File: src/rtl/key_pkg.sv
// Shared constants and types for the 9-key debounce front end that feeds
// the 9-input active-low priority encoder.
package key_pkg;

  localparam int NUM_KEYS = 9;
  localparam logic KEY_IDLE = 1'b1;

  localparam int DEBOUNCE_CYCLES_SIM     = 16;
  localparam int DEBOUNCE_CYCLES_SILICON = 1_000_000;

  typedef enum logic [1:0] {
    EV_NONE    = 2'd0,
    EV_PRESS   = 2'd1,
    EV_RELEASE = 2'd2
  } key_event_e;

  function automatic logic all_idle(input logic [NUM_KEYS-1:0] keys_n);
    return &keys_n;
  endfunction

endpackage

File: src/rtl/debounce_bit.sv
// Single-line conditioner: two-flop synchroniser, consecutive-mismatch
// counter, accepted-level flop and one-clock press/release strobes.
module debounce_bit
  import key_pkg::*;
#(
  parameter int DEBOUNCE_CYCLES = DEBOUNCE_CYCLES_SIM
) (
  input  logic clk,
  input  logic rst,
  input  logic key_in_n,
  output logic stable_n,
  output logic stable_n_next,
  output logic press,
  output logic release_o
);

  localparam int CNT_W = $clog2(DEBOUNCE_CYCLES + 1);
  localparam logic [CNT_W-1:0] CNT_LAST = CNT_W'(DEBOUNCE_CYCLES - 1);

  logic             ff1_q, ff1_d;
  logic             s_q, s_d;
  logic             stable_q, stable_d;
  logic [CNT_W-1:0] cnt_q, cnt_d;
  logic             press_q, press_d;
  logic             release_q, release_d;
  key_event_e       ev;

  always_comb begin
    ff1_d    = key_in_n;
    s_d      = ff1_q;
    stable_d = stable_q;
    cnt_d    = '0;
    ev       = EV_NONE;
    // Any agreement with the accepted level wipes the count: no partial credit.
    if (s_q != stable_q) begin
      if (cnt_q == CNT_LAST) begin
        stable_d = s_q;
        ev       = (s_q == KEY_IDLE) ? EV_RELEASE : EV_PRESS;
      end else begin
        cnt_d = cnt_q + 1'b1;
      end
    end
    press_d   = (ev == EV_PRESS);
    release_d = (ev == EV_RELEASE);
  end

  always_ff @(posedge clk or posedge rst) begin
    if (rst) begin
      ff1_q     <= KEY_IDLE;
      s_q       <= KEY_IDLE;
      stable_q  <= KEY_IDLE;
      cnt_q     <= '0;
      press_q   <= 1'b0;
      release_q <= 1'b0;
    end else begin
      ff1_q     <= ff1_d;
      s_q       <= s_d;
      stable_q  <= stable_d;
      cnt_q     <= cnt_d;
      press_q   <= press_d;
      release_q <= release_d;
    end
  end

  assign stable_n      = stable_q;
  assign stable_n_next = stable_d;
  assign press         = press_q;
  assign release_o     = release_q;

endmodule

File: src/rtl/key_debounce_9.sv
// Nine independent debounced key lines plus a registered any-key flag.
// The release strobe port is release_o because "release" is a reserved word.
module key_debounce_9
  import key_pkg::*;
#(
  parameter int DEBOUNCE_CYCLES = DEBOUNCE_CYCLES_SIM
) (
  input  logic                clk,
  input  logic                rst,
  input  logic [NUM_KEYS-1:0] key_in_n,
  output logic [NUM_KEYS-1:0] I_n,
  output logic [NUM_KEYS-1:0] press,
  output logic [NUM_KEYS-1:0] release_o,
  output logic                any_pressed
);

  logic [NUM_KEYS-1:0] i_n_next;
  logic                any_pressed_q, any_pressed_d;

  generate
    for (genvar gi = 0; gi < NUM_KEYS; gi++) begin : g_key
      debounce_bit #(
        .DEBOUNCE_CYCLES(DEBOUNCE_CYCLES)
      ) u_bit (
        .clk          (clk),
        .rst          (rst),
        .key_in_n     (key_in_n[gi]),
        .stable_n     (I_n[gi]),
        .stable_n_next(i_n_next[gi]),
        .press        (press[gi]),
        .release_o    (release_o[gi])
      );
    end
  endgenerate

  // Built from the next-state vector so the flag lands in the same cycle as I_n.
  always_comb begin
    any_pressed_d = ~all_idle(i_n_next);
  end

  always_ff @(posedge clk or posedge rst) begin
    if (rst) begin
      any_pressed_q <= 1'b0;
    end else begin
      any_pressed_q <= any_pressed_d;
    end
  end

  assign any_pressed = any_pressed_q;

endmodule
File: config.mk
export PLATFORM = sky130hd
export DESIGN_NAME = key_debounce_9
export DESIGN_NICKNAME = d
export VERILOG_FILES = /design/src/rtl/key_pkg.sv /design/src/rtl/debounce_bit.sv /design/src/rtl/key_debounce_9.sv
export SDC_FILE = /design/constraint.sdc
export NUM_CORES = 1
export LEC_CHECK = 0
export CELL_PAD_IN_SITES_DETAIL_PLACEMENT = 1
export CELL_PAD_IN_SITES_GLOBAL_PLACEMENT = 2
export CORE_AREA = 2 2 97 99
export CTS_CLUSTER_DIAMETER = 120
export DETAILED_ROUTE_END_ITERATION = 10
export DIE_AREA = 0 0 99 101
export PLACE_DENSITY = 0.82
export SETUP_SLACK_MARGIN = 0.3
export SYNTH_ARGS = -nofsm -noshare
export SYNTH_HDL_FRONTEND = slang
export SYNTH_SLANG_ARGS = --single-unit
File: constraint.sdc
create_clock -name clk -period 7.9 [get_ports clk]
set_input_delay 1.185 -clock clk [delete_from_list [all_inputs] [get_ports clk]]
set_output_delay 1.185 -clock clk [all_outputs]
set_load 0.02 [all_outputs]
======== Yosys cells after proc, flatten, opt, wreduce, memory -nomap -nowiden ========
Cells that the tools add are included.
operators by class
  add/subtract/negate cells ............... 9
  equality and inequality tests ........... 36
  multiplexer cells ....................... 63
  bitwise logic cells ..................... 1
  reductions and logical operators ........ 1
operators with widths
  kind                                                                   count
  5-bit 2-to-1 mux                                                       18
  2-bit 2-to-1 mux                                                       27
  5-bit by 1-bit adder with 5-bit output, second input constant          9
  5-bit by 4-bit equality test with 1-bit output, second input constant  9
  2-bit by 1-bit equality test with 1-bit output, second input constant  9
  2-bit equality test, second input constant                             9
  1-bit 2-to-1 mux                                                       18
  1-bit != test                                                          9
  9-bit AND reduction                                                    1
  1-bit NOT                                                              1
word-level totals
  bits in registers ....................... 91
  input port bits ......................... 11
  output and inout bits ................... 28
  word-level logic and storage cells ...... 165

======== Logic depth before layout (Yosys ltp) ========
Gate-level depths: netlist of run 1.
  depth after elaboration ................. 5
  depth in mapped cells ................... 5
  depth with buffers taken out ............ 5

======== By module ========
From an unflattened synthesis of run 1, not the netlist that was laid out.
unflattened totals
  cell total of the unflattened synthesis .. 249
  area, all modules ....................... 3,473.3 um^2
modules (own cells, without submodules)
  module          times used  cells each  area an instance (um^2)  sequential area each (um^2)
  debounce_bit    9           27          380.4                    254.0
  key_debounce_9  1           6           50.0                     25.0

======== Worst setup path after synthesis of run 1 ========
OpenSTA, ideal clock, no wires.
  kind .................................... register to output
  start ................................... register g_key[0].u_bit.stable_q
  end ..................................... output port I_n[0]
  arrival ................................. 0.674 ns
  data required time ...................... 6.715 ns
  path slack .............................. 6.041 ns
  cell stages (with the launch flop) ...... 2
  path buffers ............................ 1
  cells stage by stage .................... dfstp_2 buf_4
RTL lines
  element                 line                  RTL
  from (decl)             debounce_bit.sv:22    logic stable_q, stable_d;
  from (signal assigned)  debounce_bit.sv:58    stable_q <= stable_d;
  to (decl)               key_debounce_9.sv:11  output logic [NUM_KEYS-1:0] I_n,
No word-level cell between the ends.

======== Worst setup path in the final report of run 1 ========
  start ................................... register g_key[3].u_bit.stable_q
  end ..................................... output port I_n[3]
RTL lines
  element                 line
  from (decl)             debounce_bit.sv:22
  from (signal assigned)  debounce_bit.sv:58
No word-level cell between the ends.

==> results of run 1 <==
-- layer usage --
| layer | wire [um] | track usage (%) | vias up |
|---|---|---|---|
| met4 | 72 | 4.110 | 0 |
| met5 | 0 | 0 | - |
| met2 | 3008 | 21.83 | 25 |
| met1 | 2542 | 16.15 | 1007 |
| li1 | - | - | 918 |
| met3 | 178 | 3.675 | 5 |
-- area by class of cell --
type | instances | area, um^2
Clock buffer | 13 | 158.9
Clock inverter | 3 | 46.29
Fill cell | 907 | 4793
Inverter | 1 | 5.005
Multi-Input combinational cell | 148 | 1136
Sequential cell | 91 | 2311
Tap cell | 111 | 138.9
Timing Repair Buffer | 39 | 387.9
-- metrics by stage --
step                cell area [um^2]  worst slack [ps]  util (%)
CTS                             4184              5152     46.61
global placement                3979              5155     44.32
floorplan                       3654              4396         -
global route                    4184              5109     46.61
finish                          4184              5183     46.61
detailed placement              3979              5118     44.32
-- flip-flops by register name (all words and copies together) (netlist names) --
signal / count
g_key.u_bit.cnt_q: 45
g_key.u_bit.press: 9
g_key.u_bit.s_q: 9
any_pressed: 1
g_key.u_bit.ff1_q: 9
g_key.u_bit.release_o: 9
g_key.u_bit.stable_n: 9
-- path summary, 6_finish.rpt --
check | start | end | slack, ps
max | g_key[3].u_bit.stable_n$_DFF_PP1_ | I_n[3] | 5180
min in group asynchronous | rst | g_key[4].u_bit.release_o$_DFF_PP0_ | 1120
min reg2reg | g_key[3].u_bit.ff1_q$_DFF_PP1_ | g_key[3].u_bit.s_q$_DFF_PP1_ | 360
min | g_key[3].u_bit.ff1_q$_DFF_PP1_ | g_key[3].u_bit.s_q$_DFF_PP1_ | 360
max reg2reg | g_key[2].u_bit.cnt_q[0]$_DFF_PP0_ | any_pressed$_DFF_PP0_ | 6210
max in group asynchronous | rst | g_key[3].u_bit.cnt_q[1]$_DFF_PP0_ | 5600
-- cell usage in the layout, fill, tap and decap left out, types with 2 or more instances in the layout --
cell / instances
sky130_fd_sc_hd__a31oi_1: 9
sky130_fd_sc_hd__and2_1: 13
sky130_fd_sc_hd__and3_1: 5
sky130_fd_sc_hd__clkbuf_1: 2
sky130_fd_sc_hd__clkbuf_8: 11
sky130_fd_sc_hd__clkdlybuf4s50_1: 38
sky130_fd_sc_hd__dfrtp_1: 64
sky130_fd_sc_hd__dfstp_2: 27
sky130_fd_sc_hd__ha_1: 9
sky130_fd_sc_hd__mux2_2: 3
sky130_fd_sc_hd__mux2_4: 5
sky130_fd_sc_hd__nand2_1: 19
sky130_fd_sc_hd__nand3_1: 10
sky130_fd_sc_hd__nand4b_2: 6
sky130_fd_sc_hd__nand4b_4: 3
sky130_fd_sc_hd__nor2_1: 18
sky130_fd_sc_hd__nor3b_1: 18
sky130_fd_sc_hd__xor2_1: 27
-- logic make-up after synthesis --
| logic type | synth area share, % |
|---|---|
| simple gates | 16.71 |
| xor+xnor | 6.473 |
| buf+inv | 5.650 |
| fa+ha+maj | 3.082 |
| mux | 3.288 |
| compound gates | 1.541 |
| flops | 63.25 |
-- power by group through the flow --
stage               Clock [mW]  Sequential [mW]  Combinational [mW]
floorplan                    0            0.504              0.0266
global placement             0            0.507              0.0382
detailed placement           0            0.508              0.0397
CTS                      0.331            0.500              0.0403
global route             0.351            0.502              0.0455
finish                   0.316            0.499              0.0385
==> impl_results.html, run 1 <==
<table>
<tr><th>Metric</th><th>Value</th></tr>
<tr><th colspan="2">Worst setup path</th></tr>
<tr><td>Critical path, cell by cell</td><td>clkdlybuf4s50_1</td></tr>
<tr><td>CP top delay family</td><td>buffers and inverters</td></tr>
<tr><td>CP Data Required Time</td><td>6710 ps</td></tr>
<tr><td>Crit path kind</td><td>flip-flop to output pin</td></tr>
<tr><td>Worst path bufs/invs</td><td>1</td></tr>
<tr><td>Worst setup SP type</td><td>flip-flop</td></tr>
<tr><td>Cell depth of the worst setup path</td><td>1</td></tr>
<tr><td>Critical path endpoint category</td><td>output pin</td></tr>
<tr><td>Worst-path maximum fanout</td><td>5</td></tr>
<tr><td>Worst path arrival time</td><td>between 1500 and 2000 ps</td></tr>
<tr><td>Cell at the slowest stage of the critical path</td><td>sky130_fd_sc_hd__clkdlybuf4s50_1</td></tr>
<tr><td>Cell depth of the worst flop-to-flop path</td><td>5</td></tr>
<tr><td>Maximum single-stage delay on the critical path</td><td>620 ps</td></tr>
<tr><th colspan="2">Logic synthesis</th></tr>
<tr><td>Syn Nets</td><td>287</td></tr>
<tr><td>Syn Area/Cell</td><td>13.68 um^2</td></tr>
<tr><td>Post-synthesis sequential element count</td><td>91</td></tr>
<tr><td>Cell type with the highest aggregate area in the netlist</td><td>sky130_fd_sc_hd__dfrtp_1</td></tr>
<tr><td>EDFF count, synth</td><td>0</td></tr>
<tr><td>Flip-flop cell with the highest count after synthesis</td><td>sky130_fd_sc_hd__dfrtp_1</td></tr>
<tr><td>Fraction of post-synthesis cell area in the top cell type by area</td><td>43.84%</td></tr>
<tr><td>Largest cells by area after synthesis</td><td>sky130_fd_sc_hd__dfrtp_1, sky130_fd_sc_hd__dfstp_2, sky130_fd_sc_hd__xor2_1</td></tr>
<tr><td>Count of distinct cell types in the synthesized netlist</td><td>20</td></tr>
<tr><td>Top post-synthesis cells by count</td><td>sky130_fd_sc_hd__dfrtp_1, sky130_fd_sc_hd__buf_4, sky130_fd_sc_hd__dfstp_2, sky130_fd_sc_hd__xor2_1, sky130_fd_sc_hd__nand2_1</td></tr>
<tr><td>Part of the Yosys area used for sequential elements</td><td>63.25%</td></tr>
<tr><td>Number of warnings printed during yosys synthesis</td><td>0</td></tr>
<tr><td>Syn Inst Count</td><td>267</td></tr>
<tr><td>Post-Syn Area</td><td>~3700 um^2</td></tr>
<tr><td>Most frequent cell after synthesis</td><td>sky130_fd_sc_hd__dfrtp_1</td></tr>
<tr><td>Synth async-reset ratio</td><td>between 90% and 100%</td></tr>
<tr><th colspan="2">Power and ir drop</th></tr>
<tr><td>Power share of the combinational group</td><td>4.5%</td></tr>
<tr><td>Leakage power</td><td>roughly 2.1 nW</td></tr>
<tr><td>Total power after layout</td><td>854.1 uW</td></tr>
<tr><td>Sw Share</td><td>between 20% and 30%</td></tr>
<tr><td>Cell area power density</td><td>204.1 nW/um^2</td></tr>
<tr><td>Psw</td><td>between 150 and 200 uW</td></tr>
<tr><td>Part of the total power dissipated in the clock network</td><td>37.0%</td></tr>
<tr><td>Int Pwr</td><td>667.1 uW</td></tr>
<tr><td>Maximum vdd ir drop</td><td>about 0.11 mV</td></tr>
<tr><td>Relative contribution of sequential cells to total power</td><td>between 50 and 60%</td></tr>
<tr><th colspan="2">Routing</th></tr>
<tr><td>Starting DRC count in detailed routing</td><td>52</td></tr>
<tr><td>Average wire length per cell after detail routing</td><td>14.29 um</td></tr>
<tr><td>Via count of the routed design</td><td>a little under 2000</td></tr>
<tr><td>DRT Wirelength</td><td>5801 um</td></tr>
<tr><td>Number of nets still failing antenna checks after routing</td><td>0</td></tr>
<tr><td>Routed vias/inst</td><td>4.815</td></tr>
<tr><td>Total iterations of the first detailed-routing run</td><td>3</td></tr>
<tr><td>Number of design rule violations left after detail routing</td><td>0</td></tr>
<tr><th colspan="2">Hold path</th></tr>
<tr><td>Number of cells traversed by the worst hold path</td><td>0</td></tr>
<tr><td>Type of the worst min-delay path</td><td>flip-flop to flip-flop</td></tr>
<tr><th colspan="2">Floorplanning</th></tr>
<tr><td>Width of the chip</td><td>99 um</td></tr>
<tr><td>Die ar.</td><td>9999 um^2</td></tr>
<tr><td>Std cell rows</td><td>35</td></tr>
<tr><td>Core Area</td><td>8977 um^2</td></tr>
<tr><td>Vert. Die Dim</td><td>just over 100 um</td></tr>
<tr><td>I/O pin cnt</td><td>39</td></tr>
<tr><td>Initial standard-cell utilization of the core</td><td>40.70%</td></tr>
<tr><th colspan="2">Global route</th></tr>
<tr><td>Gr ovfl total</td><td>0</td></tr>
<tr><td>Initial antenna violation count</td><td>0</td></tr>
<tr><td>Largest net degree at the start of global routing</td><td>72</td></tr>
<tr><td>Global routing usage summed across all routing layers</td><td>12.93%</td></tr>
<tr><td>Via count of the first global-routing pass</td><td>roughly 2200</td></tr>
<tr><td>First-pass GRT wire length</td><td>10210 um</td></tr>
<tr><th colspan="2">STA</th></tr>
<tr><td>Relative slew slack</td><td>42.12%</td></tr>
<tr><td>Maximum operating frequency</td><td>approximately 370 MHz</td></tr>
<tr><td>Part of the cycle the worst path needs</td><td>34.40%</td></tr>
<tr><td>Post-Route Skew</td><td>7.530 ps</td></tr>
<tr><td>Slew Limit Fails</td><td>0</td></tr>
<tr><td>Min Tclk post-route</td><td>2717 ps</td></tr>
<tr><td>Least-Margin Pin Slew</td><td>868.2 ps</td></tr>
<tr><td>Worst hold-check slack</td><td>358.1 ps</td></tr>
<tr><td>Setup repair after global routing missed its margin</td><td>false</td></tr>
<tr><td>Post-route setup TNS</td><td>0 ps</td></tr>
<tr><td>Count of final hold-check violations</td><td>0</td></tr>
<tr><td>Number of failing setup endpoints in the final timing report</td><td>0</td></tr>
<tr><th colspan="2">Final layout</th></tr>
<tr><td>Layout Area Growth over Synthesis</td><td>14.52%</td></tr>
<tr><td>Number of nets in the final layout</td><td>310</td></tr>
<tr><td>Number of antenna cells inserted</td><td>0</td></tr>
<tr><td>Share of post-route cells with drive strength above 1</td><td>20.34%</td></tr>
<tr><td>Cell Count, Final, Fillers Out</td><td>~410</td></tr>
<tr><th colspan="2">CTS</th></tr>
<tr><td>Count of hold buffers inserted by post-cts repair</td><td>0</td></tr>
<tr><td>Max Buffers Root-to-Sink</td><td>2</td></tr>
<tr><td>Post-CTS setup repair buffer count</td><td>0</td></tr>
<tr><td>Level count of the clock H-tree</td><td>3</td></tr>
<tr><td>Clock latency on the worst-skew pair</td><td>340 ps</td></tr>
<tr><td>PostCTS Resize Cnt</td><td>0</td></tr>
<tr><td>Num Clock Sinks</td><td>91</td></tr>
<tr><td>Clock Root Buffer</td><td>sky130_fd_sc_hd__clkbuf_8</td></tr>
<tr><td>TritonCTS clock tree</td><td>built</td></tr>
<tr><td>Clk slew on worst S/H paths</td><td>80 ps</td></tr>
<tr><td>Num CTS Buffers</td><td>9</td></tr>
<tr><th colspan="2">Placed design</th></tr>
<tr><td>Number of buffers added on ports</td><td>38</td></tr>
<tr><td>Half-perimeter wire length after detailed placement</td><td>4054 um</td></tr>
<tr><td>Number of instances in the placed design</td><td>390</td></tr>
<tr><td>Routability cong.</td><td>0.6833</td></tr>
<tr><th colspan="2">Flow run</th></tr>
<tr><td>Maximum Capacitance Violations</td><td>0</td></tr>
<tr><th colspan="2">Status</th></tr>
<tr><td>Status</td><td>finished clean</td></tr>
</table>
Note: power is estimated with default switching activity, not from simulation.
==> run 2, diff against run 1 <==
- CORE_AREA: 2 2 97 99 -> 2 2 106 108
- DIE_AREA: 0 0 99 101 -> 0 0 108 110
- PLACE_DENSITY: 0.82 -> 0.73
- clock period: 7.9 -> 2.35 ns (I/O delays scaled with it)
==> run 2 against run 1 <==
  * Critical path depth stayed put
  * Hold slack is essentially flat
  * Clock power rose to 3.5 times the previous value
  * Final area grew 1.4%
  * Cell count is 7.1% higher
==> impl_results.html, run 2 (same netlist as run 1, synthesis figures left out) <==
<table>
<tr><th>Metric</th><th>Value</th></tr>
<tr><th colspan="2">Status</th></tr>
<tr><td>Status</td><td>finished clean</td></tr>
<tr><th colspan="2">STA</th></tr>
<tr><td>Number of failing setup endpoints in the final timing report</td><td>0 (unchanged)</td></tr>
<tr><td>Relative slew slack</td><td>68.73% (+27 points)</td></tr>
<tr><td>Maximum operating frequency</td><td>526.5 MHz</td></tr>
<tr><td>Count of final hold-check violations</td><td>0 (unchanged)</td></tr>
<tr><td>Post-Route Skew</td><td>14.70 ps (+7.166 ps)</td></tr>
<tr><td>Worst hold-check slack</td><td>358.1 ps (+0.04000 ps)</td></tr>
<tr><td>Final worst setup slack</td><td>450.8 ps (-4732 ps)</td></tr>
<tr><td>Post-route setup TNS</td><td>0 ps (unchanged)</td></tr>
<tr><td>Least-Margin Pin Slew</td><td>469.0 ps (-399.2 ps)</td></tr>
<tr><td>Part of the cycle the worst path needs</td><td>80.82%</td></tr>
<tr><td>Setup repair after global routing missed its margin</td><td>false</td></tr>
<tr><td>Min Tclk post-route</td><td>between 1500 and 2000 ps</td></tr>
<tr><td>Slew Limit Fails</td><td>0 (unchanged)</td></tr>
<tr><th colspan="2">Worst setup path</th></tr>
<tr><td>Cell at the slowest stage of the critical path</td><td>sky130_fd_sc_hd__clkdlybuf4s50_1</td></tr>
<tr><td>Cell depth of the worst flop-to-flop path</td><td>5 (unchanged)</td></tr>
<tr><td>Startpoint of the most critical register-to-register path</td><td>g_key[2].u_bit.cnt_q[0]$_DFF_PP0_</td></tr>
<tr><td>Minimum setup slack among reg-to-reg paths</td><td>660 ps (-5550 ps)</td></tr>
<tr><td>Critical path, cell by cell</td><td>clkdlybuf4s50_1</td></tr>
<tr><td>Maximum single-stage delay on the critical path</td><td>640 ps (+20 ps)</td></tr>
<tr><td>Worst path arrival time</td><td>1550 ps (+20 ps)</td></tr>
<tr><td>Worst-path maximum fanout</td><td>5 (unchanged)</td></tr>
<tr><td>CP Data Required Time</td><td>2000 ps (-4710 ps)</td></tr>
<tr><td>Worst path bufs/invs</td><td>1 (unchanged)</td></tr>
<tr><td>Worst setup SP type</td><td>flip-flop</td></tr>
<tr><td>Crit path kind</td><td>flip-flop to output pin</td></tr>
<tr><td>CP top delay family</td><td>buffers and inverters</td></tr>
<tr><td>Critical path endpoint category</td><td>output pin</td></tr>
<tr><td>Capture point of the worst reg-to-reg path</td><td>any_pressed$_DFF_PP0_</td></tr>
<tr><th colspan="2">CTS</th></tr>
<tr><td>TritonCTS clock tree</td><td>built</td></tr>
<tr><td>Post-CTS setup repair buffer count</td><td>0 (unchanged)</td></tr>
<tr><td>Max Buffers Root-to-Sink</td><td>2 (unchanged)</td></tr>
<tr><td>Level count of the clock H-tree</td><td>3 (unchanged)</td></tr>
<tr><td>Clk slew on worst S/H paths</td><td>80 ps (about the same)</td></tr>
<tr><td>Num CTS Buffers</td><td>9 (unchanged)</td></tr>
<tr><td>Clock latency on the worst-skew pair</td><td>340 ps (about the same)</td></tr>
<tr><td>Num Clock Sinks</td><td>91 (unchanged)</td></tr>
<tr><td>PostCTS Resize Cnt</td><td>0 (unchanged)</td></tr>
<tr><td>Clock Root Buffer</td><td>sky130_fd_sc_hd__clkbuf_8</td></tr>
<tr><td>Count of hold buffers inserted by post-cts repair</td><td>0 (unchanged)</td></tr>
<tr><th colspan="2">Hold path</th></tr>
<tr><td>Launch instance of the worst min-delay path</td><td>g_key[3].u_bit.ff1_q$_DFF_PP1_</td></tr>
<tr><td>Number of cells traversed by the worst hold path</td><td>0 (unchanged)</td></tr>
<tr><td>Worst min-delay path endpoint</td><td>g_key[3].u_bit.s_q$_DFF_PP1_</td></tr>
<tr><td>Type of the worst min-delay path</td><td>flip-flop to flip-flop</td></tr>
<tr><th colspan="2">Routing</th></tr>
<tr><td>Average wire length per cell after detail routing</td><td>13.42 um (-6.1%)</td></tr>
<tr><td>Starting DRC count in detailed routing</td><td>58 (+12%)</td></tr>
<tr><td>DRT Wirelength</td><td>5838 um (+0.64%)</td></tr>
<tr><td>Via count of the routed design</td><td>1940 (-0.77%)</td></tr>
<tr><td>Number of design rule violations left after detail routing</td><td>0 (unchanged)</td></tr>
<tr><td>Total iterations of the first detailed-routing run</td><td>3 (unchanged)</td></tr>
<tr><td>Routed vias/inst</td><td>4.460 (-7.4%)</td></tr>
<tr><td>Number of nets still failing antenna checks after routing</td><td>0 (unchanged)</td></tr>
<tr><th colspan="2">Power and ir drop</th></tr>
<tr><td>Psw</td><td>634.6 uW (+240%)</td></tr>
<tr><td>Int Pwr</td><td>2.295 mW (+240%)</td></tr>
<tr><td>Maximum vdd ir drop</td><td>0.3419 mV (+210%)</td></tr>
<tr><td>Leakage power</td><td>2.150 nW (about the same)</td></tr>
<tr><td>Cell area power density</td><td>690.6 nW/um^2 (+240%)</td></tr>
<tr><td>Power share of the combinational group</td><td>4.5% (about the same)</td></tr>
<tr><td>Sw Share</td><td>21.66% (-0.24 points)</td></tr>
<tr><td>Part of the total power dissipated in the clock network</td><td>38.2% (+1.2 points)</td></tr>
<tr><td>Total power after layout</td><td>2.929 mW (+240%)</td></tr>
<tr><td>Relative contribution of sequential cells to total power</td><td>57.3% (-1.2 points)</td></tr>
<tr><th colspan="2">Placed design</th></tr>
<tr><td>Routability cong.</td><td>0.7003 (+2.5%)</td></tr>
<tr><td>Half-perimeter wire length after detailed placement</td><td>3963 um (-2.2%)</td></tr>
<tr><td>Worst Setup Slack post-DPL</td><td>621.9 ps (-4496 ps)</td></tr>
<tr><td>Number of buffers added on ports</td><td>38 (unchanged)</td></tr>
<tr><th colspan="2">Global route</th></tr>
<tr><td>Largest net degree at the start of global routing</td><td>92 (+28%)</td></tr>
<tr><td>Gr ovfl total</td><td>0 (unchanged)</td></tr>
<tr><td>GR met3 Demand/Resource</td><td>3.821% (+0.15 points)</td></tr>
<tr><td>Initial antenna violation count</td><td>0 (unchanged)</td></tr>
<tr><td>Gr busiest metal</td><td>met2</td></tr>
<tr><td>Met1 track demand over resource</td><td>14.47% (-1.7 points)</td></tr>
<tr><td>Met2 track utilization from global routing</td><td>16.40% (-5.4 points)</td></tr>
<tr><td>Via count of the first global-routing pass</td><td>2075 (-3.7%)</td></tr>
<tr><td>Global routing usage summed across all routing layers</td><td>10.87% (-2.1 points)</td></tr>
<tr><td>First-pass GRT wire length</td><td>9991 um (-2.2%)</td></tr>
<tr><th colspan="2">Floorplanning</th></tr>
<tr><td>Std cell rows</td><td>38 (+8.6%)</td></tr>
<tr><td>Die ar.</td><td>11880 um^2 (+19%)</td></tr>
<tr><td>Vert. Die Dim</td><td>110 um (+8.9%)</td></tr>
<tr><td>Core Area</td><td>10700 um^2 (+19%)</td></tr>
<tr><td>Width of the chip</td><td>108 um (+9.1%)</td></tr>
<tr><td>I/O pin cnt</td><td>39 (unchanged)</td></tr>
<tr><td>Initial standard-cell utilization of the core</td><td>34.15% (-6.5 points)</td></tr>
<tr><th colspan="2">Final layout</th></tr>
<tr><td>Multi-input logic area</td><td>1136 um^2 (unchanged)</td></tr>
<tr><td>Register ranked first by flip-flop count</td><td>g_key.u_bit.cnt_q</td></tr>
<tr><td>Number of antenna cells inserted</td><td>0 (unchanged)</td></tr>
<tr><td>Layout Area Growth over Synthesis</td><td>16.10%</td></tr>
<tr><td>Most common library cell in the layout ignoring fill and taps</td><td>sky130_fd_sc_hd__dfrtp_1</td></tr>
<tr><td>Flip-flop count of the largest register, all copies and words added</td><td>45 (unchanged)</td></tr>
<tr><td>Commonest cells after routing, fill and taps aside</td><td>sky130_fd_sc_hd__dfrtp_1, sky130_fd_sc_hd__clkdlybuf4s50_1, sky130_fd_sc_hd__xor2_1, sky130_fd_sc_hd__dfstp_2, sky130_fd_sc_hd__nand2_1</td></tr>
<tr><td>Seq. cell area</td><td>2311 um^2 (unchanged)</td></tr>
<tr><td>Number of fillers in the final layout</td><td>1129 (+24%)</td></tr>
<tr><td>Share of post-route cells with drive strength above 1</td><td>20.00% (-0.34 points)</td></tr>
<tr><td>Number of nets in the final layout</td><td>310 (unchanged)</td></tr>
<tr><th colspan="2">Flow run</th></tr>
<tr><td>Maximum Capacitance Violations</td><td>0 (unchanged)</td></tr>
</table>
run 2: changes by cell type in the layout (fill, tap and decap cells not counted):
cell,delta
sky130_fd_sc_hd__clkinvlp_4,+1
sky130_fd_sc_hd__clkinv_2,-1
sky130_fd_sc_hd__buf_12,+1
sky130_fd_sc_hd__clkbuf_1,+1
sky130_fd_sc_hd__buf_4,-1
sky130_fd_sc_hd__bufinv_16,+1
sky130_fd_sc_hd__clkbuf_8,-2
run 2: worst max-delay path by stage:
stage	cells past startpoint	endpoint	slack [ps]	start
6_report	1	I_n[8]	450	g_key[8].u_bit.stable_n$_DFF_PP1_
3_3_place_gp	5	any_pressed$_DFF_PP0_	670	g_key[2].u_bit.cnt_q[0]$_DFF_PP0_
3_5_place_dp	5	any_pressed$_DFF_PP0_	620	g_key[3].u_bit.cnt_q[0]$_DFF_PP0_
2_1_floorplan	5	any_pressed$_DFF_PP0_	890	g_key[0].u_bit.cnt_q[0]$_DFF_PP0_
4_1_cts	1	I_n[2]	420	g_key[2].u_bit.stable_n$_DFF_PP1_
5_1_grt	1	I_n[8]	370	g_key[8].u_bit.stable_n$_DFF_PP1_
run 2: layout make-up:
class / instances / area share, %
clock buffers: 12 / 3.186
multi-input cells: 148 / 26.78
well taps: 140 / 4.130
inverters: 1 / 0.1770
clock inverters: 4 / 1.799
flip-flops and latches: 91 / 54.48
repair buffers: 39 / 9.440
run 2: metrics by stage:
stage	cell area, um^2	util, %	instances
after floorplan	3657	-	267
after global placement	4030	37.67	419
after detailed placement	4030	37.67	419
after CTS	4242	39.65	435
after global routing	4242	39.65	435
final	4242	39.65	435
run 2: routing by layer:
metal | vias to the layer above | part of all wire, %
li1 | 925 | -
met1 | 973 | 48
met2 | 33 | 46
met3 | 9 | 4.8
met4 | 0 | 1.5
met5 | - | 0
run 2: power groups by stage:
| stage | combinational, mW | sequential, mW | clock, mW |
|---|---|---|---|
| 5_1_grt | 0.156 | 1.69 | 1.24 |
| 3_5_place_dp | 0.136 | 1.71 | 0 |
| 6_report | 0.132 | 1.68 | 1.12 |
| 4_1_cts | 0.138 | 1.68 | 1.17 |
| 2_1_floorplan | 0.0899 | 1.70 | 0 |
| 3_3_place_gp | 0.134 | 1.70 | 0 |
==> run 3, diff against run 2 <==
- CORE_AREA: 2 2 106 108 -> 2 2 100 102
- DIE_AREA: 0 0 108 110 -> 0 0 102 104
- PLACE_DENSITY: 0.73 -> 0.77
- clock period: 2.35 -> 1.95 ns (I/O delays scaled with it)
==> run 3 against run 2 <==
  * Non-clock buffer count increased by 5
  * First-iteration DRC count decreased by 1.7%
  * Worst setup slack got worse by 130 ps
  * Final area increased by 2.2%
  * Highest routed layer unchanged
==> impl_results.html, run 3 (same netlist as run 1, synthesis figures left out) <==
<table>
<tr><th>Metric</th><th>Value</th></tr>
<tr><th colspan="2">STA</th></tr>
<tr><td>Min Tclk post-route</td><td>1631 ps</td></tr>
<tr><td>Part of the cycle the worst path needs</td><td>83.63%</td></tr>
<tr><td>Number of failing setup endpoints in the final timing report</td><td>0 (unchanged)</td></tr>
<tr><td>Post-route setup TNS</td><td>0 ps (unchanged)</td></tr>
<tr><td>Setup repair after global routing missed its margin</td><td>true</td></tr>
<tr><td>Relative slew slack</td><td>69.39% (+0.66 points)</td></tr>
<tr><td>Worst hold-check slack</td><td>333.7 ps (-24.46 ps)</td></tr>
<tr><td>Maximum operating frequency</td><td>just over 600 MHz</td></tr>
<tr><td>Post-Route Skew</td><td>7.927 ps (-6.769 ps)</td></tr>
<tr><td>Slew Limit Fails</td><td>0 (unchanged)</td></tr>
<tr><td>Least-Margin Pin Slew</td><td>459.1 ps (-9.917 ps)</td></tr>
<tr><td>Final worst setup slack</td><td>319.3 ps (-131.5 ps)</td></tr>
<tr><td>Count of final hold-check violations</td><td>0 (unchanged)</td></tr>
<tr><th colspan="2">Placed design</th></tr>
<tr><td>Number of buffers added on ports</td><td>38 (unchanged)</td></tr>
<tr><td>Routability cong.</td><td>0.7372 (+5.3%)</td></tr>
<tr><td>Half-perimeter wire length after detailed placement</td><td>3905 um (-1.5%)</td></tr>
<tr><td>Number of instances in the placed design</td><td>412 (-1.7%)</td></tr>
<tr><td>Worst Setup Slack post-DPL</td><td>224.3 ps (-397.6 ps)</td></tr>
<tr><th colspan="2">Floorplanning</th></tr>
<tr><td>Vert. Die Dim</td><td>104 um (-5.5%)</td></tr>
<tr><td>Std cell rows</td><td>36 (-5.3%)</td></tr>
<tr><td>Die ar.</td><td>10610 um^2 (-11%)</td></tr>
<tr><td>Width of the chip</td><td>102 um (-5.6%)</td></tr>
<tr><td>Initial standard-cell utilization of the core</td><td>38.26% (+4.1 points)</td></tr>
<tr><td>I/O pin cnt</td><td>39 (unchanged)</td></tr>
<tr><td>Core Area</td><td>9549 um^2 (-11%)</td></tr>
<tr><th colspan="2">Worst setup path</th></tr>
<tr><td>Worst-path maximum fanout</td><td>5 (unchanged)</td></tr>
<tr><td>CP Data Required Time</td><td>2180 ps (+180 ps)</td></tr>
<tr><td>Critical path endpoint category</td><td>flip-flop</td></tr>
<tr><td>Capture point of the worst reg-to-reg path</td><td>any_pressed$_DFF_PP0_</td></tr>
<tr><td>Minimum setup slack among reg-to-reg paths</td><td>320 ps (-340 ps)</td></tr>
<tr><td>Cell at the slowest stage of the critical path</td><td>sky130_fd_sc_hd__dfrtp_1</td></tr>
<tr><td>Crit path kind</td><td>flip-flop to flip-flop</td></tr>
<tr><td>Critical path capture point</td><td>any_pressed$_DFF_PP0_</td></tr>
<tr><td>Worst setup SP type</td><td>flip-flop</td></tr>
<tr><td>Maximum single-stage delay on the critical path</td><td>400 ps (-240 ps)</td></tr>
<tr><td>Startpoint of the most critical register-to-register path</td><td>g_key[5].u_bit.cnt_q[0]$_DFF_PP0_</td></tr>
<tr><td>Critical path startpoint</td><td>g_key[5].u_bit.cnt_q[0]$_DFF_PP0_</td></tr>
<tr><td>Critical path, cell by cell</td><td>ha_4, nand4b_4, mux2_4, nand4_1, or3_1</td></tr>
<tr><td>Worst path arrival time</td><td>1860 ps (+310 ps)</td></tr>
<tr><td>Cell depth of the worst flop-to-flop path</td><td>5 (unchanged)</td></tr>
<tr><th colspan="2">Final layout</th></tr>
<tr><td>Number of antenna cells inserted</td><td>0 (unchanged)</td></tr>
<tr><td>Commonest cells after routing, fill and taps aside</td><td>sky130_fd_sc_hd__dfrtp_1, sky130_fd_sc_hd__clkdlybuf4s50_1, sky130_fd_sc_hd__xor2_1, sky130_fd_sc_hd__dfstp_2, sky130_fd_sc_hd__nand2_1</td></tr>
<tr><td>Register ranked first by flip-flop count</td><td>g_key.u_bit.cnt_q</td></tr>
<tr><td>Most common library cell in the layout ignoring fill and taps</td><td>sky130_fd_sc_hd__dfrtp_1</td></tr>
<tr><td>Flip-flop count of the largest register, all copies and words added</td><td>45 (unchanged)</td></tr>
<tr><td>Share of post-route cells with drive strength above 1</td><td>23.67% (+3.7 points)</td></tr>
<tr><td>Number of nets in the final layout</td><td>315 (+1.6%)</td></tr>
<tr><td>Number of fillers in the final layout</td><td>1021 (-9.6%)</td></tr>
<tr><td>Layout Area Growth over Synthesis</td><td>18.63%</td></tr>
<tr><td>Cell Count, Final, Fillers Out</td><td>433 (-0.46%)</td></tr>
<tr><th colspan="2">Routing</th></tr>
<tr><td>Average wire length per cell after detail routing</td><td>13.73 um (+2.3%)</td></tr>
<tr><td>Detailed-route wire length on metal 1</td><td>2660 um (-4.9%)</td></tr>
<tr><td>Top routing layer in use</td><td>met4</td></tr>
<tr><td>Wire length on met3</td><td>243 um (-13%)</td></tr>
<tr><td>Starting DRC count in detailed routing</td><td>57 (-1.7%)</td></tr>
<tr><td>Number of nets still failing antenna checks after routing</td><td>0 (unchanged)</td></tr>
<tr><td>Total iterations of the first detailed-routing run</td><td>5 (+2)</td></tr>
<tr><td>Number of design rule violations left after detail routing</td><td>0 (unchanged)</td></tr>
<tr><td>Met2 wire length</td><td>2968 um (+11%)</td></tr>
<tr><td>DRT Wirelength</td><td>5947 um (+1.9%)</td></tr>
<tr><td>Via count of the routed design</td><td>1995 (+2.8%)</td></tr>
<tr><td>Routed vias/inst</td><td>4.607 (+3.3%)</td></tr>
<tr><th colspan="2">Global route</th></tr>
<tr><td>First-pass GRT wire length</td><td>10430 um (+4.4%)</td></tr>
<tr><td>Via count of the first global-routing pass</td><td>2162 (+4.2%)</td></tr>
<tr><td>Largest net degree at the start of global routing</td><td>92 (unchanged)</td></tr>
<tr><td>Initial antenna violation count</td><td>0 (unchanged)</td></tr>
<tr><td>Gr ovfl total</td><td>0 (unchanged)</td></tr>
<tr><td>Global routing usage summed across all routing layers</td><td>12.62% (+1.8 points)</td></tr>
<tr><th colspan="2">Flow run</th></tr>
<tr><td>Maximum Capacitance Violations</td><td>0 (unchanged)</td></tr>
<tr><th colspan="2">Hold path</th></tr>
<tr><td>Type of the worst min-delay path</td><td>input pin to flip-flop</td></tr>
<tr><th colspan="2">Power and ir drop</th></tr>
<tr><td>Maximum vdd ir drop</td><td>0.3979 mV (+16%)</td></tr>
<tr><td>Cell area power density</td><td>835.6 nW/um^2 (+21%)</td></tr>
<tr><td>Sw Share</td><td>23.03% (+1.4 points)</td></tr>
<tr><td>Relative contribution of sequential cells to total power</td><td>56.0% (-1.3 points)</td></tr>
<tr><td>Leakage power</td><td>2.252 nW (+4.7%)</td></tr>
<tr><td>Int Pwr</td><td>2.788 mW (+21%)</td></tr>
<tr><td>Part of the total power dissipated in the clock network</td><td>39.0% (+0.8 points)</td></tr>
<tr><td>Total power after layout</td><td>3.622 mW (+24%)</td></tr>
<tr><td>Psw</td><td>834.1 uW (+31%)</td></tr>
<tr><td>Power share of the combinational group</td><td>5.0% (+0.5 points)</td></tr>
<tr><th colspan="2">CTS</th></tr>
<tr><td>Num CTS Buffers</td><td>9 (unchanged)</td></tr>
<tr><td>Max Buffers Root-to-Sink</td><td>2 (unchanged)</td></tr>
<tr><td>Clk slew on worst S/H paths</td><td>90 ps (about the same)</td></tr>
<tr><td>TritonCTS clock tree</td><td>built</td></tr>
<tr><td>Num Clock Sinks</td><td>91 (unchanged)</td></tr>
<tr><td>Level count of the clock H-tree</td><td>3 (unchanged)</td></tr>
<tr><td>Clock latency on the worst-skew pair</td><td>350 ps (about the same)</td></tr>
<tr><td>Clock Root Buffer</td><td>sky130_fd_sc_hd__clkbuf_8</td></tr>
<tr><td>Count of hold buffers inserted by post-cts repair</td><td>0 (unchanged)</td></tr>
<tr><th colspan="2">Status</th></tr>
<tr><td>Status</td><td>finished clean</td></tr>
</table>
-- run 3: changes by cell type in the layout (fill, tap and decap cells not counted), sizes merged --
| cell | before | now |
|---|---|---|
| dlygate4sd2 | 0 | 7 |
| clkdlybuf4s15 | 0 | 2 |
| clkbuf | 12 | 9 |
| dlymetal6s2s | 0 | 1 |
| clkdlybuf4s50 | 38 | 28 |
| inv | 0 | 3 |
| buf | 1 | 6 |
-- run 3: through the flow --
stage / utilization [%] / cell area [um^2]
2_1_floorplan: - / 3657
3_3_place_gp: 42.11 / 4021
3_5_place_dp: 42.11 / 4021
4_1_cts: 45.15 / 4312
5_1_grt: 45.39 / 4334
6_report: 45.39 / 4334
-- run 3: power by group through the flow --
stage / clock network (mW) / registers, mW / logic, mW
finish: 1.41 / 2.03 / 0.180
global route: 1.54 / 2.04 / 0.212
CTS: 1.48 / 2.03 / 0.182
detailed placement: 0 / 2.06 / 0.165
global placement: 0 / 2.05 / 0.161
floorplan: 0 / 2.04 / 0.108
-- run 3: worst min path at each step --
| stage | start | to | slack, ps | depth (start not counted) |
|---|---|---|---|---|
| final | key_in_n[0] | g_key[0].u_bit.ff1_q$_DFF_PP1_ | 330 | 1 |
| after global routing | key_in_n[2] | g_key[2].u_bit.ff1_q$_DFF_PP1_ | 320 | 1 |
| after CTS | key_in_n[0] | g_key[0].u_bit.ff1_q$_DFF_PP1_ | 310 | 1 |
| after detailed placement | g_key[0].u_bit.ff1_q$_DFF_PP1_ | g_key[0].u_bit.s_q$_DFF_PP1_ | 350 | 0 |
| after global placement | g_key[0].u_bit.ff1_q$_DFF_PP1_ | g_key[0].u_bit.s_q$_DFF_PP1_ | 350 | 0 |
| after floorplan | key_in_n[0] | g_key[0].u_bit.ff1_q$_DFF_PP1_ | 300 | 0 |
-- run 3: cell type report --
cell class                      count  area, um^2  share of cell area (%)
Inverter                            1       7.507                  0.1732
Sequential cell                    91        2311                   53.32
Tap cell                          133       166.4                   3.839
Multi-Input combinational cell    148        1195                   27.57
Clock inverter                      7       98.84                   2.281
Clock buffer                        9       123.9                   2.858
Timing Repair Buffer               44       431.7                   9.960
-- run 3: timing repair --
action | 4_1_cts | 5_1_grt
hold endpoints to repair | 0 | 0
setup endpoints to repair | 10 | 4
setup buffers | 4 | 1
cloned | 0 | 0
gates resized for setup | 17 | 4
pin swaps | 1 | 1
-- run 3: critical path, delay by kind of cell (launching register included) --
family,cells,cell delay [ps]
AND/OR/NAND/NOR,3,680
multiplexers,1,240
adder cells (fa/ha/maj),1,180
flip-flops,1,400
-- run 3: per-layer routing --
layer	vias up	GRT usage, %
met1	1027	15.91
met4	0	4.571
met2	33	20.07
met5	-	0
met3	6	4.301
li1	929	-
